===== config.mk =====
export PLATFORM = sky130hd
export DESIGN_NAME = vdma_axis_downsizer
export DESIGN_NICKNAME = d
export VERILOG_FILES = /design/src/rtl/vdma_axis_downsizer.sv
export SDC_FILE = /design/constraint.sdc
export NUM_CORES = 1
export LEC_CHECK = 0
export CAP_MARGIN = 0
export CORE_UTILIZATION = 45
export CTS_CLUSTER_SIZE = 20
export DETAILED_ROUTE_END_ITERATION = 16
export PLACE_DENSITY_LB_ADDON = 0.25
export SLEW_MARGIN = 10
export SYNTH_ARGS = -nofsm -noshare
export SYNTH_HDL_FRONTEND = slang
export SYNTH_SLANG_ARGS = --single-unit

===== constraint.sdc =====
create_clock -name s_axis_aclk -period 2.7 [get_ports s_axis_aclk]
set_input_delay 0.405 -clock s_axis_aclk [delete_from_list [all_inputs] [get_ports s_axis_aclk]]
set_output_delay 0.405 -clock s_axis_aclk [all_outputs]
set_load 0.005 [all_outputs]

===== src/rtl/vdma_axis_downsizer.sv =====
// vdma_axis_downsizer
//
// Splits the 64-bit AXI4-Stream from the VDMA MM2S pacing controller into a
// 32-bit stream, lower word first. The block also locks onto frame
// boundaries and checks each line length and the row count against the
// configuration inputs.
//
// Ports
//   s_axis_aclk     single clock for all logic
//   s_axis_aresetn  asynchronous active-low reset
//   cfg_line_beats  64-bit beats per line (>= 1)
//   cfg_rows        lines per frame (>= 1)
//   s_axis_*        64-bit input stream (tuser = SOF, tlast = EOL)
//   m_axis_*        32-bit output stream (tuser on lower SOF word,
//                   tlast on upper EOL word)
//   frame_locked    high while the frame FSM is in LOCKED
//   frame_done      one-cycle pulse when the last line of a frame is accepted
//   err_line        one-cycle pulse on a line-length mismatch
//   err_sof         one-cycle pulse on a tuser in the middle of a frame
//   err_cnt         saturating error event counter
//
// Build option
//   VDMA_DS_ERR_CNT_EN  when defined, err_cnt counts err_line + err_sof events
//                       and saturates at 0xFFFF. When undefined, err_cnt is
//                       tied to 0.

module vdma_axis_downsizer (
  input  logic        s_axis_aclk,
  input  logic        s_axis_aresetn,
  input  logic [15:0] cfg_line_beats,
  input  logic [15:0] cfg_rows,
  input  logic [63:0] s_axis_tdata,
  input  logic        s_axis_tuser,
  input  logic        s_axis_tlast,
  input  logic        s_axis_tvalid,
  output logic        s_axis_tready,
  output logic [31:0] m_axis_tdata,
  output logic        m_axis_tuser,
  output logic        m_axis_tlast,
  output logic        m_axis_tvalid,
  input  logic        m_axis_tready,
  output logic        frame_locked,
  output logic        frame_done,
  output logic        err_line,
  output logic        err_sof,
  output logic [15:0] err_cnt
);

  typedef enum logic {
    WAIT_SOF = 1'b0,
    LOCKED   = 1'b1
  } state_e;

  state_e      state_q, state_d;
  logic [63:0] hold_q, hold_d;
  logic        hold_sof_q, hold_sof_d;
  logic        hold_eol_q, hold_eol_d;
  logic        hold_valid_q, hold_valid_d;
  logic        phase_q, phase_d;
  logic [15:0] col_q, col_d;
  logic [15:0] row_q, row_d;
  logic        frame_done_q, frame_done_d;
  logic        err_line_q, err_line_d;
  logic        err_sof_q, err_sof_d;

  logic        accept;
  logic        out_hs;
  logic        load;
  logic [15:0] col_eff;
  logic [15:0] row_eff;

  // A new beat is taken only when the hold register is empty or its upper
  // word is leaving this cycle. Gating with reset keeps tready low while
  // reset is asserted.
  assign s_axis_tready = s_axis_aresetn && (!hold_valid_q || (phase_q && m_axis_tready));
  assign accept        = s_axis_tvalid && s_axis_tready;
  assign out_hs        = hold_valid_q && m_axis_tready;

  assign m_axis_tvalid = hold_valid_q;
  assign m_axis_tdata  = phase_q ? hold_q[63:32] : hold_q[31:0];
  assign m_axis_tuser  = hold_sof_q && !phase_q;
  assign m_axis_tlast  = hold_eol_q && phase_q;

  assign frame_locked  = (state_q == LOCKED);
  assign frame_done    = frame_done_q;
  assign err_line      = err_line_q;
  assign err_sof       = err_sof_q;

  // Frame FSM. A tuser beat restarts the position at (0,0) before the beat
  // itself is counted, so the same path covers the first SOF, a mid-frame
  // resync and a one-beat line that carries both tuser and tlast.
  always_comb begin
    state_d      = state_q;
    col_d        = col_q;
    row_d        = row_q;
    frame_done_d = 1'b0;
    err_line_d   = 1'b0;
    err_sof_d    = 1'b0;
    load         = 1'b0;
    col_eff      = col_q;
    row_eff      = row_q;

    if (accept && ((state_q == LOCKED) || s_axis_tuser)) begin
      load    = 1'b1;
      state_d = LOCKED;

      if (s_axis_tuser) begin
        if ((state_q == LOCKED) && ((col_q != 16'd0) || (row_q != 16'd0))) begin
          err_sof_d = 1'b1;
        end
        col_eff = 16'd0;
        row_eff = 16'd0;
      end

      if (s_axis_tlast) begin
        // 17-bit compare so a saturated column never matches by wrapping.
        if (({1'b0, col_eff} + 17'd1) != {1'b0, cfg_line_beats}) begin
          err_line_d = 1'b1;
        end
        col_d = 16'd0;
        row_d = row_eff + 16'd1;
        if (row_eff == (cfg_rows - 16'd1)) begin
          frame_done_d = 1'b1;
          state_d      = WAIT_SOF;
          row_d        = 16'd0;
        end
      end else begin
        col_d = (col_eff == 16'hFFFF) ? col_eff : (col_eff + 16'd1);
        row_d = row_eff;
      end
    end
  end

  // Hold register and word phase. A load always restarts at the lower word.
  // The phase-0 handshake can never coincide with a load because tready is
  // low in that case.
  always_comb begin
    hold_d       = hold_q;
    hold_sof_d   = hold_sof_q;
    hold_eol_d   = hold_eol_q;
    hold_valid_d = hold_valid_q;
    phase_d      = phase_q;

    if (load) begin
      hold_d       = s_axis_tdata;
      hold_sof_d   = s_axis_tuser;
      hold_eol_d   = s_axis_tlast;
      hold_valid_d = 1'b1;
      phase_d      = 1'b0;
    end else if (out_hs) begin
      if (phase_q) begin
        hold_valid_d = 1'b0;
        phase_d      = 1'b0;
      end else begin
        phase_d = 1'b1;
      end
    end
  end

  always_ff @(posedge s_axis_aclk or negedge s_axis_aresetn) begin
    if (!s_axis_aresetn) begin
      state_q      <= WAIT_SOF;
      hold_q       <= 64'd0;
      hold_sof_q   <= 1'b0;
      hold_eol_q   <= 1'b0;
      hold_valid_q <= 1'b0;
      phase_q      <= 1'b0;
      col_q        <= 16'd0;
      row_q        <= 16'd0;
      frame_done_q <= 1'b0;
      err_line_q   <= 1'b0;
      err_sof_q    <= 1'b0;
    end else begin
      state_q      <= state_d;
      hold_q       <= hold_d;
      hold_sof_q   <= hold_sof_d;
      hold_eol_q   <= hold_eol_d;
      hold_valid_q <= hold_valid_d;
      phase_q      <= phase_d;
      col_q        <= col_d;
      row_q        <= row_d;
      frame_done_q <= frame_done_d;
      err_line_q   <= err_line_d;
      err_sof_q    <= err_sof_d;
    end
  end

`ifdef VDMA_DS_ERR_CNT_EN
  logic [15:0] err_cnt_q;
  logic [16:0] err_sum;

  // The counter is fed from the next-state pulses so it steps in the same
  // cycle the err_* pulses become visible.
  assign err_sum = {1'b0, err_cnt_q} + {16'd0, err_line_d} + {16'd0, err_sof_d};

  always_ff @(posedge s_axis_aclk or negedge s_axis_aresetn) begin
    if (!s_axis_aresetn) begin
      err_cnt_q <= 16'd0;
    end else begin
      err_cnt_q <= err_sum[16] ? 16'hFFFF : err_sum[15:0];
    end
  end

  assign err_cnt = err_cnt_q;
`else
  assign err_cnt = 16'd0;
`endif

endmodule


==> impl_metrics.csv, run 1 <==
group,metric,value,unit
die,num_rows,43,
yosys,synth_cells,772,
timing,timing.fmax,384,MHz
critical_path,crit_arrival,2.84,ns
die,die_w,121,um
die,ioPinCount,158,
detailed_routing,ant_nets,0,
critical_path,path_delay_family,"simple AND/OR/NAND/NOR gates",
global_route,antenna_found_initial,0,
final_layout,num_antenna_cells,0,
yosys,synth_ff_type,"dfrtp_1",
critical_path,worstSetupPathType,"in2reg",
timing,fin_crit_sh,0.964,
timing,layout_setup_ws,0.0968,ns
global_route,grt_max_degree,69,
yosys,ys_warn_count,0,
yosys,synth_top_family_by_area,"simple AND/OR/NAND/NOR gates",
yosys,ys_types,62,
timing,fin_crit,2.60,ns
final_layout,layout-drive-gt1-share,0.184,
yosys,ys_ff_latch,104,
status,status,"completed",
final_layout,layout.cells.non_filler,1149,
yosys,synth_compound_area_frac,0.112,
critical_path,path_max_fanout,3,
critical_path,path_cells,"dlygate4sd2_1 -> buf_4 -> or4_4 -> o21ai_4 -> o2111ai_2 -> nand3_2 -> nand2_1 -> or4_4 -> and3_4 -> a221o_1",
die,design.die.area,14600,um2
yosys,synth-simple-area-share,0.301,
final_layout,layout_common_cells,"nand2_1, clkdlybuf4s50_1, dfrtp_1, buf_4, mux2_2",
power,power.density,718,nW/um2
detailed_routing,vias_per_cell,5.32,
die,start_util,0.460,
yosys,syn_area_per_cell,8.23,um2
detailed_routing,post-route-drc-count,0,
hold_path,hold_class,"in2async",
placement,pre_cts_ws,-0.614,ns
critical_path,critPathCaptureType,"flop",
critical_path,path_buf_inv,2,
placement,routabilityCongestion,0.916,
global_route,grt_overflow,0,
clock_network,clock_latency,0.36,ns
critical_path,required,2.94,ns
detailed_routing,dr_total_vias,6114,
global_route,track_usage,0.243,
final_layout,area_growth,41.0,%
die,coreArea,13800,um2
placement,dp_hpwl,12200,um
final_layout,nNetsFinal,1069,
placement,port_buffers,141,
detailed_routing,dr.pass1.iters,5,
yosys,yosysSeqAreaShare,0.410,
global_route,grt_pass1_vias,5811,
final_layout,layout_commonest_cell,"nand2_1",
placement,dp_cells,1127,
yosys,synth_xor_area_frac,0.0606,
run,drv_cap,0,
power,p_leak,0.00402,uW
yosys,async_flop_share,1.00,
timing,tightest_slew,0.881,ns
timing,finalMaxSlewViolations,0,
die,die_y,121,um
timing,final.setup_skew,0.00795,ns
yosys,synth_adder_area_share,0.00591,
clock_network,clockBufferDepth,2,
clock_network,clkSinkCount,104,
yosys,synth_enable_flop_cells,0,
critical_path,slowest_delay,0.57,ns
critical_path,cp_slowest_cell,"or4_4",
critical_path,critPathLaunchType,"primary input",
global_route,grt_pass1_wl,28100,um
clock_network,path_clk_slew,0.07,ns
yosys,synthesis.area,6350,um2
clock_network,numCtsBuffers,9,
timing,totalNegativeSetupSlack,0,ns
detailed_routing,routedWlPerCell,15.0,um
clock_network,cts_tree,"done",
timing,hold_ws,0.415,ns
detailed_routing,drt-total-wl,17200,um
final_layout,utilization,0.648,
clock_network,htree_num_levels,3,
timing,slew_headroom,0.413,
clock_network,cts_root_buf,"clkbuf_16",
timing,hold_viol,0,
yosys,synth_mux_area_frac,0.0599,
timing,setup_viol,0,
detailed_routing,drtIter0Drc,397,
critical_path,cp_common_cell,"or4_4",
power,max-vdd-ir-drop,636,uV
[cells by family (layout without fill, tap and decap cells)]
family / after synthesis / after routing
mux: 34 / 34
flops: 104 / 104
xor+xnor: 44 / 44
other cells: 1 / 16
compound gates: 110 / 110
simple gates: 410 / 410
fa+ha+maj: 3 / 3
buf+inv: 66 / 248
[area by class of cell]
| type | instances | area (um2) |
|---|---|---|
| fill | 1139 | 4870 |
| multi-input combinational | 617 | 3720 |
| sequential | 104 | 2600 |
| timing repair buffer | 225 | 2070 |
| clock buffer | 9 | 225 |
| tap | 180 | 225 |
| clock inverter | 7 | 85.1 |
| inverter | 7 | 26.3 |
[worst register-to-register path, stage by stage (launching register included)]
cell,delay (ns)
dfrtp_1,0.35
nor2b_4,0.18
ha_4,0.15
and3_4,0.19
nand3_4,0.08
or4_4,0.53
nor2b_1,0.14
o31a_1,0.24
a2111o_1,0.31
nor4_2,0.17
a21oi_1,0.11
[path summary, 6_finish.rpt]
check                               startpoint      endpoint  slack (ns)  cells past startpoint
worst max register to register        col_q[1]      err_line        0.13                     10
worst max-delay path               cfg_rows[2]     row_q[14]         0.1                     10
max in group asynchronous       s_axis_aresetn      col_q[4]        1.17                      3
worst min-delay path            s_axis_aresetn     col_q[10]        0.42                      2
worst min register to register      hold_q[30]    hold_q[30]        0.47                      2
min in group s_axis_aclk          s_axis_tuser  frame_locked        0.45                      3
[metrics by stage]
stage	power, uW	area, um2
floorplan	3700	6550
global placement	5010	8480
detailed placement	5070	8480
CTS	6480	8810
global route	6890	8960
finish	6430	8960
[flip-flops by register name, summed over array words and instances, names as in the netlist]
name,flops
m_axis_tvalid,1
frame_locked,1
hold_eol_q,1
row_q,16
frame_done,1
phase_q,1
err_sof,1
hold_sof_q,1
err_line,1
col_q,16
hold_q,64
[repair_timing]
action                                 CTS  global route
setup buffers                            0             5
resized for setup                        8            27
gates cloned                             0             0
hold buffers                             1             0
endpoints found under the hold margin    8             0
setup endpoints to repair               16            18
pin swaps                                2            15
[metal layers]
metal | up-vias | wire length, um | track usage
met1 | 2878 | 7510 | 0.321
met5 | - | 0 | 0
li1 | 3015 | - | -
met2 | 203 | 8080 | 0.388
met4 | 0 | 252 | 0.0725
met3 | 18 | 1360 | 0.0675
[cells in the mapped netlist, types with 4 or more instances]
library cell,count,area share
a21oi_1,30,0.024
a22o_1,8,0.011
a31oi_1,18,0.018
and2_1,4,0.0039
and3_1,14,0.014
buf_1,6,0.0035
buf_4,16,0.019
clkbuf_1,33,0.019
dfrtp_1,104,0.41
inv_1,7,0.0041
mux2_2,32,0.057
nand2_1,239,0.14
nand2b_1,5,0.0049
nand3_1,22,0.017
nand3b_1,5,0.0059
nand4_1,6,0.0059
nor2_1,32,0.019
nor2b_1,24,0.024
nor3_1,19,0.015
nor4_1,14,0.014
o21ai_0,26,0.020
o31ai_1,4,0.0047
or4_1,5,0.0059
xnor2_1,31,0.043
xor2_1,13,0.018
[where the power goes]
| group | leakage, uW | switching, uW | internal [uW] |
|---|---|---|---|
| Clock | 0.000152 | 642 | 741 |
| Combinational | 0.00254 | 1120 | 1540 |
| Sequential | 0.00133 | 309 | 2080 |
| Total | 0.00402 | 2070 | 4360 |
(Power assumes the default switching activity.)
==> run 2, diff against run 1 <==
Settings changed: GPL_TIMING_DRIVEN from default to 0.
==> run 2 against run 1 <==
Compared with the run above:
- clock power rose by 4%
- critical path type is now reg2reg
- sequential share of layout area is 0.44 points higher
- fmax fell by 3.5%
==> impl_metrics.csv, run 2 (synthesized netlist as in run 1, its figures left out) <==
group,metric,value,unit
status,status,"completed",
critical_path,r2r-start,"col_q[1]",
power,clkPwrFrac,0.222,
timing,finalMaxSlewViolations,0,
run,drv_cap,0,
global_route,track_usage,0.256,
clock_network,cts_root_buf,"clkbuf_16",
timing,timing.fmax,371,MHz
final_layout,layout-drive-gt1-share,0.163,
final_layout,layout_common_cells,"nand2_1, clkdlybuf4s50_1, dfrtp_1, buf_4, mux2_2",
placement,routabilityCongestion,0.913,
critical_path,path_max_fanout,5,
hold_path,hold_class,"in2async",
power,p_leak,0.00396,uW
critical_path,crit_arrival,2.93,ns
global_route,antenna_found_initial,0,
timing,fin_crit_sh,1.00,
detailed_routing,drt-total-wl,18400,um
timing,hold_viol,0,
global_route,grt_overflow,0,
detailed_routing,dr_total_vias,6109,
final_layout,final_area,8840,um2
clock_network,clkSinkCount,104,
critical_path,endpoint,"err_line",
placement,port_buffers,139,
die,start_util,0.460,
power,power_frac_comb,0.401,
final_layout,top_register,"hold_q",
power,max-vdd-ir-drop,600,uV
critical_path,r2r_setup_slack,0.001,ns
clock_network,cts_tree,"done",
power,power.density,733,nW/um2
clock_network,htree_num_levels,3,
timing,setup_viol,0,
timing,rsz0062_at_grt,"true",
die,design.die.area,14600,um2
final_layout,area_growth,39.1,%
global_route,grt_max_degree,59,
final_layout,top_regs,"hold_q (64), col_q (16), row_q (16)",
critical_path,critPathCaptureType,"flop",
power,power_switching,2090,uW
final_layout,multi_input_area,3720,um2
placement,dp_hpwl,12800,um
global_route,grt_pass1_wl,29200,um
power,swShare,0.323,
detailed_routing,ant_nets,0,
detailed_routing,vias_per_cell,5.36,
critical_path,cp_common_cell,"nor2b_4",
die,coreArea,13800,um2
critical_path,path_cells,"nor2b_4 -> ha_4 -> and3_4 -> nand3_4 -> or4_4 -> nor2b_4 -> o31a_1 -> a2111o_1 -> nor4_2 -> a21oi_1",
critical_path,critPathLaunchType,"flop",
clock_network,clock_latency,0.35,ns
global_route,grt_pass1_vias,5768,
final_layout,utilization,0.639,
detailed_routing,dr.pass1.iters,6,
final_layout,layout_commonest_cell,"nand2_1",
critical_path,required,2.93,ns
final_layout,nNetsFinal,1059,
critical_path,slowest_delay,0.45,ns
die,num_rows,43,
die,die_y,121,um
placement,placed_area,8190,um2
critical_path,cp_slowest_cell,"or4_4",
final_layout,seq_area,2610,um2
final_layout,largest_reg_flops,64,
die,die_w,121,um
final_layout,num_antenna_cells,0,
final_layout,nFillCells,1219,
critical_path,r2r_end,"err_line",
die,ioPinCount,158,
timing,slew_headroom,0.569,
critical_path,crit_start,"col_q[1]",
detailed_routing,post-route-drc-count,0,
detailed_routing,drtIter0Drc,439,
power,p_int,4390,uW
critical_path,worstSetupPathType,"reg2reg",
timing,fin_crit,2.70,ns
clock_network,clockBufferDepth,2,
critical_path,ff2ff_path_depth,10,
timing,tightest_slew,0.646,ns
detailed_routing,routedWlPerCell,16.2,um
power,p_seq_frac,0.377,
clock_network,path_clk_slew,0.08,ns
clock_network,numCtsBuffers,9,
timing,final.setup_skew,0.00742,ns
-- run 2: cell count changes in the layout (fill, tap and decap cells not counted), moves of 4 or more --
cell             change
buf_4               -45
clkbuf_2            +12
buf_1                +6
clkdlybuf4s50_1      -8
clkbuf_1            +14
dfrtp_1              -4
dfrtp_2              +4
-- run 2: per-layer routing --
layer  GRT usage  vias to the layer above  part of all wire  wire length, um
met4      0.0887                        0             0.017              315
met1       0.334                     2867              0.43             7830
met5           0                        -                 0                0
met2       0.413                      229              0.48             8760
met3      0.0623                       28             0.081             1490
li1            -                     2985                 -                -
-- run 2: how the worst min path moves through the flow --
stage                     slack (ns)      startpoint         end
after floorplan                 0.11  s_axis_aresetn    col_q[0]
after global placement          0.45      hold_q[40]  hold_q[40]
after detailed placement        0.37  s_axis_aresetn   col_q[10]
after CTS                       0.04  s_axis_aresetn    err_line
after global routing            0.05  s_axis_aresetn  hold_q[27]
final                           0.04  s_axis_aresetn    col_q[0]
-- run 2: power by group through the flow --
stage / Sequential (uW) / Clock (uW) / Combinational (uW)
2_1_floorplan: 2310 / 0 / 1390
3_3_place_gp: 2390 / 0 / 2580
3_5_place_dp: 2410 / 0 / 2610
4_1_cts: 2410 / 1450 / 2640
5_1_grt: 2520 / 1530 / 2860
6_report: 2440 / 1440 / 2600
-- run 2: stage by stage --
step	cells	setup WS, ns	power (uW)	TNS, ns	hold WS [ns]
2_1_floorplan	787	-0.425	3700	-2.12	0.109
3_3_place_gp	1106	-4.26	4970	-724.60	0.451
3_5_place_dp	1107	-1.46	5020	-92.26	0.373
4_1_cts	1140	-0.234	6500	-0.570	0.0396
5_1_grt	1139	-0.0838	6900	-0.452	0.0508
6_report	1139	0.00131	6480	0	0.0416
-- run 2: area by class of cell --
type	instances	area share
Buffer	53	0.0388
Clock buffer	10	0.0259
Clock inverter	6	0.0106
Inverter	7	0.00297
Multi-Input combinational cell	617	0.421
Sequential cell	104	0.295
Tap cell	180	0.0255
Timing Repair Buffer	162	0.181
-- run 2: worst max-delay path, delay by kind of cell (launching register included) --
kind,cells,cell delay (ns)
and+or+nand+nor,6,1.33
AOI/OAI and AO/OA,3,0.65
adders and majority gates,1,0.15
DFF,1,0.44
-- run 2: repair_timing --
item | in CTS | in global routing
hold endpoints to repair | 9 | 0
pin swaps | 12 | 14
cloned | 0 | 0
setup buffers | 16 | 4
hold buffers | 2 | 0
gates resized for setup | 48 | 42
endpoints found under the setup margin | 130 | 96
==> run 3, diff against run 2 <==
Settings changed: CELL_PAD_IN_SITES_DETAIL_PLACEMENT from default to 0, CELL_PAD_IN_SITES_GLOBAL_PLACEMENT from default to 1, CORE_UTILIZATION 45 to 33, HOLD_SLACK_MARGIN from default to 0.02, SLEW_MARGIN 10 to default.
==> run 3 against run 2 <==
Compared with the run above:
- the run now ends with negative setup slack left
- core utilization decreased by 16 points
- clock-buffer cell count is 1 lower
- sequential share of layout area fell by 0.29 points
- clock skew up 0.0048 ns
- sequential power about the same
- critical path type is now in2reg
==> impl_metrics.csv, run 3 (synthesized netlist as in run 1, its figures left out) <==
group,metric,value,unit
final_layout,layout-drive-gt1-share,0.153,
detailed_routing,dr.pass1.iters,5,
critical_path,endpoint,"err_line",
die,start_util,0.339,
global_route,grt_overflow,0,
detailed_routing,drt-total-wl,20000,um
global_route,grt_max_degree,41,
final_layout,num_antenna_cells,0,
critical_path,crit_start,"s_axis_tuser",
clock_network,cts_tree,"done",
clock_network,htree_num_levels,3,
timing,slew_headroom,0.568,
clock_network,numCtsBuffers,9,
timing,finalMaxSlewViolations,0,
timing,tightest_slew,0.648,ns
die,num_rows,50,
die,coreArea,18800,um2
global_route,antenna_found_initial,0,
detailed_routing,dr_total_vias,6031,
timing,final.setup_skew,0.0122,ns
critical_path,r2r_end,"err_line",
final_layout,top_regs,"hold_q (64), col_q (16), row_q (16)",
final_layout,nFillCells,1857,
critical_path,ff2ff_path_depth,10,
die,ioPinCount,158,
detailed_routing,routedWlPerCell,16.8,um
timing,totalNegativeSetupSlack,-0.276,ns
clock_network,clkSinkCount,104,
critical_path,path_cells,"buf_12 -> clkbuf_16 -> clkbuf_16 -> clkbuf_16 -> nor2b_4 -> ha_4 -> and3_4 -> nand3_4 -> or4_4 -> nor2b_4 -> o31a_1 -> a2111o_1 -> nor4_2 -> a21oi_1",
detailed_routing,ant_nets,0,
clock_network,cts_root_buf,"clkbuf_16",
die,design.die.area,19800,um2
timing,layout_setup_ws,-0.172,ns
critical_path,worstSetupPathType,"in2reg",
clock_network,clock_latency,0.37,ns
final_layout,utilization,0.475,
power,max-vdd-ir-drop,623,uV
critical_path,slowest_delay,0.55,ns
final_layout,largest_reg_flops,64,
critical_path,required,2.93,ns
critical_path,path_max_fanout,4,
clock_network,path_clk_slew,0.08,ns
final_layout,top_register,"hold_q",
detailed_routing,drtIter0Drc,366,
critical_path,critPathLaunchType,"primary input",
timing,rsz0062_at_grt,"true",
status,status,"finished with violations",
placement,dp_hpwl,14100,um
timing,hold_viol,0,
detailed_routing,post-route-drc-count,0,
die,die_y,141,um
power,p_leak,0.00394,uW
run,drv_cap,0,
final_layout,nNetsFinal,1061,
final_layout,area_growth,40.3,%
timing,fin_crit,2.87,ns
critical_path,cp_slowest_cell,"or4_4",
critical_path,cp_common_cell,"clkbuf_16",
final_layout,layout_commonest_cell,"nand2_1",
final_layout,layout.cells.non_filler,1195,
final_layout,layout_common_cells,"nand2_1, clkdlybuf4s50_1, dfrtp_1, buf_4, mux2_2",
hold_path,hold_class,"in2async",
global_route,grt_pass1_wl,32500,um
global_route,track_usage,0.211,
placement,port_buffers,139,
global_route,grt_pass1_vias,6186,
critical_path,crit_arrival,3.11,ns
status,violations,"negative setup slack",
critical_path,r2r-start,"col_q[1]",
timing,timing.fmax,348,MHz
power,power.density,725,nW/um2
die,die_w,141,um
critical_path,critPathCaptureType,"flop",
timing,fin_crit_sh,1.06,
critical_path,r2r_setup_slack,-0.11,ns
clock_network,clockBufferDepth,2,
placement,pre_cts_ws,-1.56,ns
detailed_routing,vias_per_cell,5.05,
placement,routabilityCongestion,0.805,
placement,dp_cells,1161,
timing,setup_viol,6,
==> run 3: cell types whose count changed in the layout (fill, tap and decap cells not counted), sizes merged <==
| cell | change |
|---|---|
| buf | -5 |
| dlygate4sd2 | +3 |
| inv | +3 |
| bufinv | -2 |
| bufbuf | +1 |
| clkbuf | +1 |
| clkdlybuf4s15 | +1 |
| clkinv | +1 |
| clkinvlp | -1 |
| dlygate4sd3 | -1 |
| nor2 | +1 |
==> run 3: repair_timing <==
item | in CTS | in global routing
gates cloned | 2 | 0
endpoints found under the setup margin | 130 | 98
pin swaps | 11 | 12
gates resized for setup | 51 | 19
hold endpoints to repair | 40 | 0
hold buffers | 1 | 0
buffers inserted | 16 | 2
==> run 3: metrics by stage <==
step	area (um2)	power, uW	hold WS, ns
2_1_floorplan	6550	3700	0.109
3_3_place_gp	8230	5040	0.453
3_5_place_dp	8260	5050	0.350
4_1_cts	8870	6530	0.0292
5_1_grt	8920	6930	0.0309
6_report	8920	6470	0.0359
==> run 3: metal layers <==
layer,track usage,wire length [um],part of all wire
met3,0.0679,1450,0.072
met5,0,0,0
met4,0.0584,344,0.017
met2,0.336,9170,0.46
met1,0.273,9070,0.45
==> run 3: worst min-delay path by stage <==
| stage | endpoint | slack, ns |
|---|---|---|
| floorplan | col_q[0] | 0.11 |
| global placement | hold_q[56] | 0.45 |
| detailed placement | col_q[10] | 0.35 |
| CTS | hold_q[50] | 0.03 |
| global route | col_q[2] | 0.03 |
| finish | col_q[10] | 0.04 |
==> run 3: critical path: cells and delay by family <==
family / cells / cell delay [ns]
buffers and inverters: 4 / 0.53
AOI/OAI and AO/OA: 3 / 0.65
adders and majority gates: 1 / 0.16
and+or+nand+nor: 6 / 1.35
==> run 3: area by class of cell <==
class / count / area [um2] / area share
Buffer: 56 / 377 / 0.0422
Clock buffer: 9 / 225 / 0.0253
Clock inverter: 7 / 91.3 / 0.0102
Inverter: 7 / 26.3 / 0.00295
Multi-Input combinational cell: 618 / 3690 / 0.413
Sequential cell: 104 / 2610 / 0.292
Tap cell: 234 / 293 / 0.0328
Timing Repair Buffer: 160 / 1610 / 0.181
==> run 3: power breakdown <==
part           internal, uW  switching (uW)  leakage [uW]
clock                   673             721      0.000154
combinational          1500            1150       0.00246
sequential             2080             349       0.00133
